### src/rtl/sincos_rr_scheduler.sv
// Round-robin scheduler sharing one combinational 17-bit sine/cosine core between NREQ requesters.
// Angles are registered in front of the core (S1) and results behind it (S2), with valid/ready backpressure.

module fix_sin_cos_poly (
    input  logic [16:0] x_i,
    output logic [16:0] s_o,
    output logic [16:0] c_o
);
    // x_i is a two's complement angle in units of pi/65536; outputs are scaled by 32768.
    // Quadrant comes from x_i[16:15]; the residual x_i[14:0] spans [0, pi/2) as a Q15 fraction.
    localparam logic signed [31:0] KS1 = 32'sd51472;
    localparam logic signed [31:0] KS3 = 32'sd21167;
    localparam logic signed [31:0] KS5 = 32'sd2611;
    localparam logic signed [31:0] KS7 = 32'sd153;
    localparam logic signed [31:0] KC0 = 32'sd32768;
    localparam logic signed [31:0] KC2 = 32'sd40426;
    localparam logic signed [31:0] KC4 = 32'sd8312;
    localparam logic signed [31:0] KC6 = 32'sd684;
    localparam logic signed [31:0] KC8 = 32'sd30;

    logic signed [31:0] t_s, t2_s;
    logic signed [31:0] ps5_s, ps3_s, ps1_s;
    logic signed [31:0] pc6_s, pc4_s, pc2_s;
    logic signed [16:0] sin_r_s, cos_r_s;

    // Horner-form odd/even polynomials on the residual, then quadrant rotation
    always_comb begin
        t_s     = $signed({17'd0, x_i[14:0]});
        t2_s    = (t_s * t_s) >>> 15;
        ps5_s   = KS5 - ((KS7 * t2_s) >>> 15);
        ps3_s   = KS3 - ((ps5_s * t2_s) >>> 15);
        ps1_s   = KS1 - ((ps3_s * t2_s) >>> 15);
        sin_r_s = 17'((ps1_s * t_s) >>> 15);
        pc6_s   = KC6 - ((KC8 * t2_s) >>> 15);
        pc4_s   = KC4 - ((pc6_s * t2_s) >>> 15);
        pc2_s   = KC2 - ((pc4_s * t2_s) >>> 15);
        cos_r_s = 17'(KC0 - ((pc2_s * t2_s) >>> 15));
        case (x_i[16:15])
            2'b00: begin
                s_o = sin_r_s;
                c_o = cos_r_s;
            end
            2'b01: begin
                s_o = cos_r_s;
                c_o = -sin_r_s;
            end
            2'b10: begin
                s_o = -sin_r_s;
                c_o = -cos_r_s;
            end
            default: begin
                s_o = -cos_r_s;
                c_o = sin_r_s;
            end
        endcase
    end
endmodule

module sincos_rr_scheduler #(
    parameter  int NREQ = 4,
    localparam int ID_W = $clog2(NREQ)
) (
    input  logic                 clk,
    input  logic                 rst_n,
    input  logic [NREQ-1:0]      req_valid,
    input  logic [NREQ*17-1:0]   req_x,
    output logic [NREQ-1:0]      req_ready,
    output logic                 out_valid,
    input  logic                 out_ready,
    output logic [ID_W-1:0]      out_id,
    output logic [16:0]          out_s,
    output logic [16:0]          out_c,
    output logic                 busy
);
    logic [ID_W-1:0] ptr_q, ptr_d;
    logic            s1_valid_q, s1_valid_d;
    logic [ID_W-1:0] s1_id_q, s1_id_d;
    logic [16:0]     s1_x_q, s1_x_d;
    logic            out_valid_q, out_valid_d;
    logic [ID_W-1:0] out_id_q, out_id_d;
    logic [16:0]     out_s_q, out_s_d;
    logic [16:0]     out_c_q, out_c_d;
    logic            busy_q, busy_d;

    logic [ID_W:0]   sum_s;
    logic [ID_W-1:0] idx_s, winner_s;
    logic            found_s, hit_s, adv2_s, can_accept_s, grant_s;
    logic [16:0]     win_x_s, core_s_s, core_c_s;

    fix_sin_cos_poly u_core (
        .x_i (s1_x_q),
        .s_o (core_s_s),
        .c_o (core_c_s)
    );

    // Round-robin search from ptr, wrapping at NREQ (not at 2^ID_W)
    always_comb begin
        found_s  = 1'b0;
        winner_s = {ID_W{1'b0}};
        sum_s    = {(ID_W+1){1'b0}};
        idx_s    = {ID_W{1'b0}};
        hit_s    = 1'b0;
        for (int k = 0; k < NREQ; k++) begin
            sum_s    = {1'b0, ptr_q} + (ID_W+1)'(k);
            idx_s    = (sum_s >= (ID_W+1)'(NREQ)) ? ID_W'(sum_s - (ID_W+1)'(NREQ)) : sum_s[ID_W-1:0];
            hit_s    = !found_s && req_valid[idx_s];
            winner_s = hit_s ? idx_s : winner_s;
            found_s  = found_s || hit_s;
        end
    end

    // Grant qualification and one-hot ready; rst_n gates ready so nothing is offered in reset
    always_comb begin
        adv2_s       = s1_valid_q && (!out_valid_q || out_ready);
        can_accept_s = !s1_valid_q || adv2_s;
        grant_s      = rst_n && found_s && can_accept_s;
        req_ready    = {NREQ{1'b0}};
        win_x_s      = 17'd0;
        for (int i = 0; i < NREQ; i++) begin
            req_ready[i] = grant_s && (winner_s == ID_W'(i));
            win_x_s      = (winner_s == ID_W'(i)) ? req_x[i*17 +: 17] : win_x_s;
        end
    end

    // Next state for pointer and both pipeline stages
    always_comb begin
        ptr_d       = ptr_q;
        s1_valid_d  = s1_valid_q;
        s1_id_d     = s1_id_q;
        s1_x_d      = s1_x_q;
        out_valid_d = out_valid_q;
        out_id_d    = out_id_q;
        out_s_d     = out_s_q;
        out_c_d     = out_c_q;
        if (grant_s) begin
            s1_valid_d = 1'b1;
            s1_id_d    = winner_s;
            s1_x_d     = win_x_s;
            ptr_d      = (winner_s == ID_W'(NREQ-1)) ? {ID_W{1'b0}} : winner_s + ID_W'(1);
        end else if (adv2_s) begin
            s1_valid_d = 1'b0;
        end else begin
            s1_valid_d = s1_valid_q;
        end
        if (adv2_s) begin
            out_valid_d = 1'b1;
            out_id_d    = s1_id_q;
            out_s_d     = core_s_s;
            out_c_d     = core_c_s;
        end else if (out_valid_q && out_ready) begin
            out_valid_d = 1'b0;
        end else begin
            out_valid_d = out_valid_q;
        end
        busy_d = s1_valid_d || out_valid_d;
    end

    // State registers
    always_ff @(posedge clk or negedge rst_n) begin
        if (!rst_n) begin
            ptr_q       <= {ID_W{1'b0}};
            s1_valid_q  <= 1'b0;
            s1_id_q     <= {ID_W{1'b0}};
            s1_x_q      <= 17'd0;
            out_valid_q <= 1'b0;
            out_id_q    <= {ID_W{1'b0}};
            out_s_q     <= 17'd0;
            out_c_q     <= 17'd0;
            busy_q      <= 1'b0;
        end else begin
            ptr_q       <= ptr_d;
            s1_valid_q  <= s1_valid_d;
            s1_id_q     <= s1_id_d;
            s1_x_q      <= s1_x_d;
            out_valid_q <= out_valid_d;
            out_id_q    <= out_id_d;
            out_s_q     <= out_s_d;
            out_c_q     <= out_c_d;
            busy_q      <= busy_d;
        end
    end

    assign out_valid = out_valid_q;
    assign out_id    = out_id_q;
    assign out_s     = out_s_q;
    assign out_c     = out_c_q;
    assign busy      = busy_q;
endmodule

### config.mk
export PLATFORM = sky130hd
export DESIGN_NAME = sincos_rr_scheduler
export DESIGN_NICKNAME = d
export VERILOG_FILES = /design/src/rtl/sincos_rr_scheduler.sv
export SDC_FILE = /design/constraint.sdc
export NUM_CORES = 2
export LEC_CHECK = 0
export ABC_AREA = 1
export CORE_MARGIN = 4
export CORE_UTILIZATION = 50
export CTS_CLUSTER_SIZE = 16
export DETAILED_ROUTE_END_ITERATION = 12
export GPL_TIMING_DRIVEN = 0
export PLACE_DENSITY_LB_ADDON = 0.15
export SLEW_MARGIN = 20
export SYNTH_ARGS = -nofsm -noshare
export SYNTH_HDL_FRONTEND = slang
export SYNTH_SLANG_ARGS = --single-unit
export TNS_END_PERCENT = 5
### constraint.sdc
create_clock -name clk -period 31.8 [get_ports clk]
set_input_delay 3.18 -clock clk [delete_from_list [all_inputs] [get_ports clk]]
set_output_delay 3.18 -clock clk [all_outputs]
set_load 0.005 [all_outputs]
==> metrics.yaml <==
max_stage_delay_ps: 720
drt-total-wl_um: 193000
first_iter_violations: 3820
cp.required_ps: 32030
syn2layout_area_growth_pct: 7.57
syn_nets: 9767
top_layer: "met4"
finalWorstPathRequiredPeriod_ps: 30470
start_util_pct: 50.3
max_slew_margin_pct: 19.2
final_common_cell: "inv_1"
synth_seq_area_share_pct: 2.53
cts_buffers: 9
cts.path.max_buffers: 2
die_w_um: 352
portBuffers: 116
cts_tree: "yes"
core-area_mm2: 0.118
synth_ff_type: "dfrtp_1"
numClockSinks: 60
crit_top_cell: "nand2_1"
gp_congestion: 0.967
yosysWarnings: 0
fill_cells: 11500
dr.pass1.iters: 5
drv_cap: 0
synth_edf_count: 0
wl_per_cell_um: 20.4
wl_met1_um: 79800
via_count: 50700
slew_violations: 0
grt_pass1_wl_um: 301000
drc: 0
syn_inst: 7783
cts-root-buf: "clkbuf_16"
mostFrequentLayoutCells: "1981 x inv_1, 1585 x nand2_1, 1197 x fa_1"
synth_cell_type_count: 66
finalNetCount: 9905
hold_viol: 0
fin_crit_sh_pct: 95.8
rsz0062_at_grt: "true"
cp-start-kind: "flip-flop"
ioPinCount: 117
drive_above_1_share_pct: 6.32
fin_skew_ps: 11.5
cp.arrival_ps: 30700
tightest_slew_ps: 1210
fp.dieArea_mm2: 0.124
met3_length_um: 12800
worst_path_max_delay_cell: "dfrtp_1"
avgSynthCellArea_um2: 7.62
cp_max_fo: 12
min_path_type: "flip-flop to flip-flop"
clk_pin_slew_ps: 60
netlist_area_mm2: 0.0593
die_height_um: 352
vias_per_cell: 5.36
finalSetupViolations: 0
h-tree-depth: 3
cts_hold_buf: 0
grt_remaining_overflow: 0
grt.total_usage_pct: 31.3
path_class: "flip-flop to flip-flop"
holdWs_ps: 478
ys_seq_elements: 60
critPathCaptureType: "flip-flop"
fmax_mhz: 32.8
first_global_vias: 52400
async_flop_share_pct: 100
ant_nets: 0
outcome: "complete, no violations"
antenna_found_initial: 1
grt_max_degree: 41
clock_latency_ps: 350
hpwlAfterDp_um: 163000
num_rows: 126
wl_met2_um: 90800
[layer usage]
layer,GRT usage (%),vias up
li1,-,23300
met1,41.5,25300
met2,52.6,1786
met3,3.69,381
met4,12.2,0
met5,0,-
[critical path, delay by kind of cell (launching register included)]
kind	cells	cell delay, ps
AOI/OAI and AO/OA	12	2240
buffers and inverters	36	3990
and+or+nand+nor	64	8110
DFF	1	720
adders and majority gates	31	14290
xor gates and xnor gates	3	980
[synthesized netlist by cell type, types with 17 or more instances]
cell | instances | share of area (%)
inv_1 | 1997 | 13
nand2_1 | 1627 | 10
fa_1 | 1198 | 40
nor2_1 | 834 | 5.3
ha_1 | 711 | 15
a21oi_1 | 198 | 1.7
nand3_1 | 184 | 1.6
clkbuf_1 | 153 | 0.97
o21ai_0 | 123 | 1.0
xor2_1 | 83 | 1.2
dfrtp_1 | 60 | 2.5
nand2_2 | 53 | 0.56
nand4_1 | 45 | 0.47
buf_1 | 36 | 0.23
xnor2_1 | 34 | 0.50
clkinv_1 | 32 | 0.20
inv_2 | 31 | 0.20
nor3_1 | 27 | 0.23
nand3_2 | 26 | 0.44
or2_2 | 26 | 0.27
a221oi_1 | 25 | 0.37
nor2_2 | 24 | 0.25
o31ai_1 | 21 | 0.27
a22oi_1 | 17 | 0.22
[cell type report]
type / count / area, um2 / area share (%)
antenna: 1 / 2.50 / 0.00392
inverter: 2063 / 7810 / 12.2
tap: 1536 / 1920 / 3.01
timing repair buffer: 137 / 1340 / 2.10
sequential: 60 / 1510 / 2.37
clock inverter: 5 / 37.5 / 0.0588
clock buffer: 11 / 243 / 0.381
buffer: 194 / 992 / 1.56
multi-input combinational: 5456 / 49900 / 78.3
[logic make-up after synthesis]
kind of cell	share of synthesized area, %
compound gates	5.15
flops	2.53
fa+ha+maj	55.4
simple gates	20.4
xor+xnor	2.01
buf+inv	14.5
[registers in the layout (all words and copies together) (netlist names)]
name	cells
out_c	17
out_s	17
s1_x_q	17
out_id	2
ptr_q	2
s1_id_q	2
busy	1
out_valid	1
s1_valid_q	1
[metrics by stage]
| stage | instance area (um2) | util, % | setup WS [ps] | cells | TNS [ps] |
|---|---|---|---|---|---|
| after floorplan | 59300 | - | 4040 | 7783 | 0 |
| after global placement | 62400 | 52.9 | -3130 | 9435 | -94290 |
| after detailed placement | 62500 | 53.0 | -3030 | 9439 | -94310 |
| after CTS | 63000 | 53.4 | 21.4 | 9454 | 0 |
| after global routing | 63800 | 54.1 | -135 | 9462 | -877 |
| final | 63800 | 54.1 | 1330 | 9463 | 0 |
[final timing paths]
check                                       startpoint                     end  slack (ps)  depth (start not counted)
min in group asynchronous                        rst_n    out_c[2]$_DFFE_PN0P_        2740                          1
worst max-delay path            s1_x_q[14]$_DFFE_PN0P_    out_c[9]$_DFFE_PN0P_        1330                        146
worst min register to register    out_c[3]$_DFFE_PN0P_    out_c[3]$_DFFE_PN0P_         480                          2
max in group asynchronous                        rst_n  s1_x_q[12]$_DFFE_PN0P_       28520                          2
worst max register to register  s1_x_q[14]$_DFFE_PN0P_    out_c[9]$_DFFE_PN0P_        1330                        146
worst min-delay path              out_c[3]$_DFFE_PN0P_    out_c[3]$_DFFE_PN0P_         480                          2
[what timing repair did]
| item | CTS | global route |
|---|---|---|
| endpoints found under the setup margin | 34 | 34 |
| pin swaps | 2 | 11 |
| setup buffers | 8 | 8 |
| resized for setup | 90 | 252 |
Power is not shown: default switching activity piles up to over one toggle a cycle in this logic, so the estimate is an artifact.
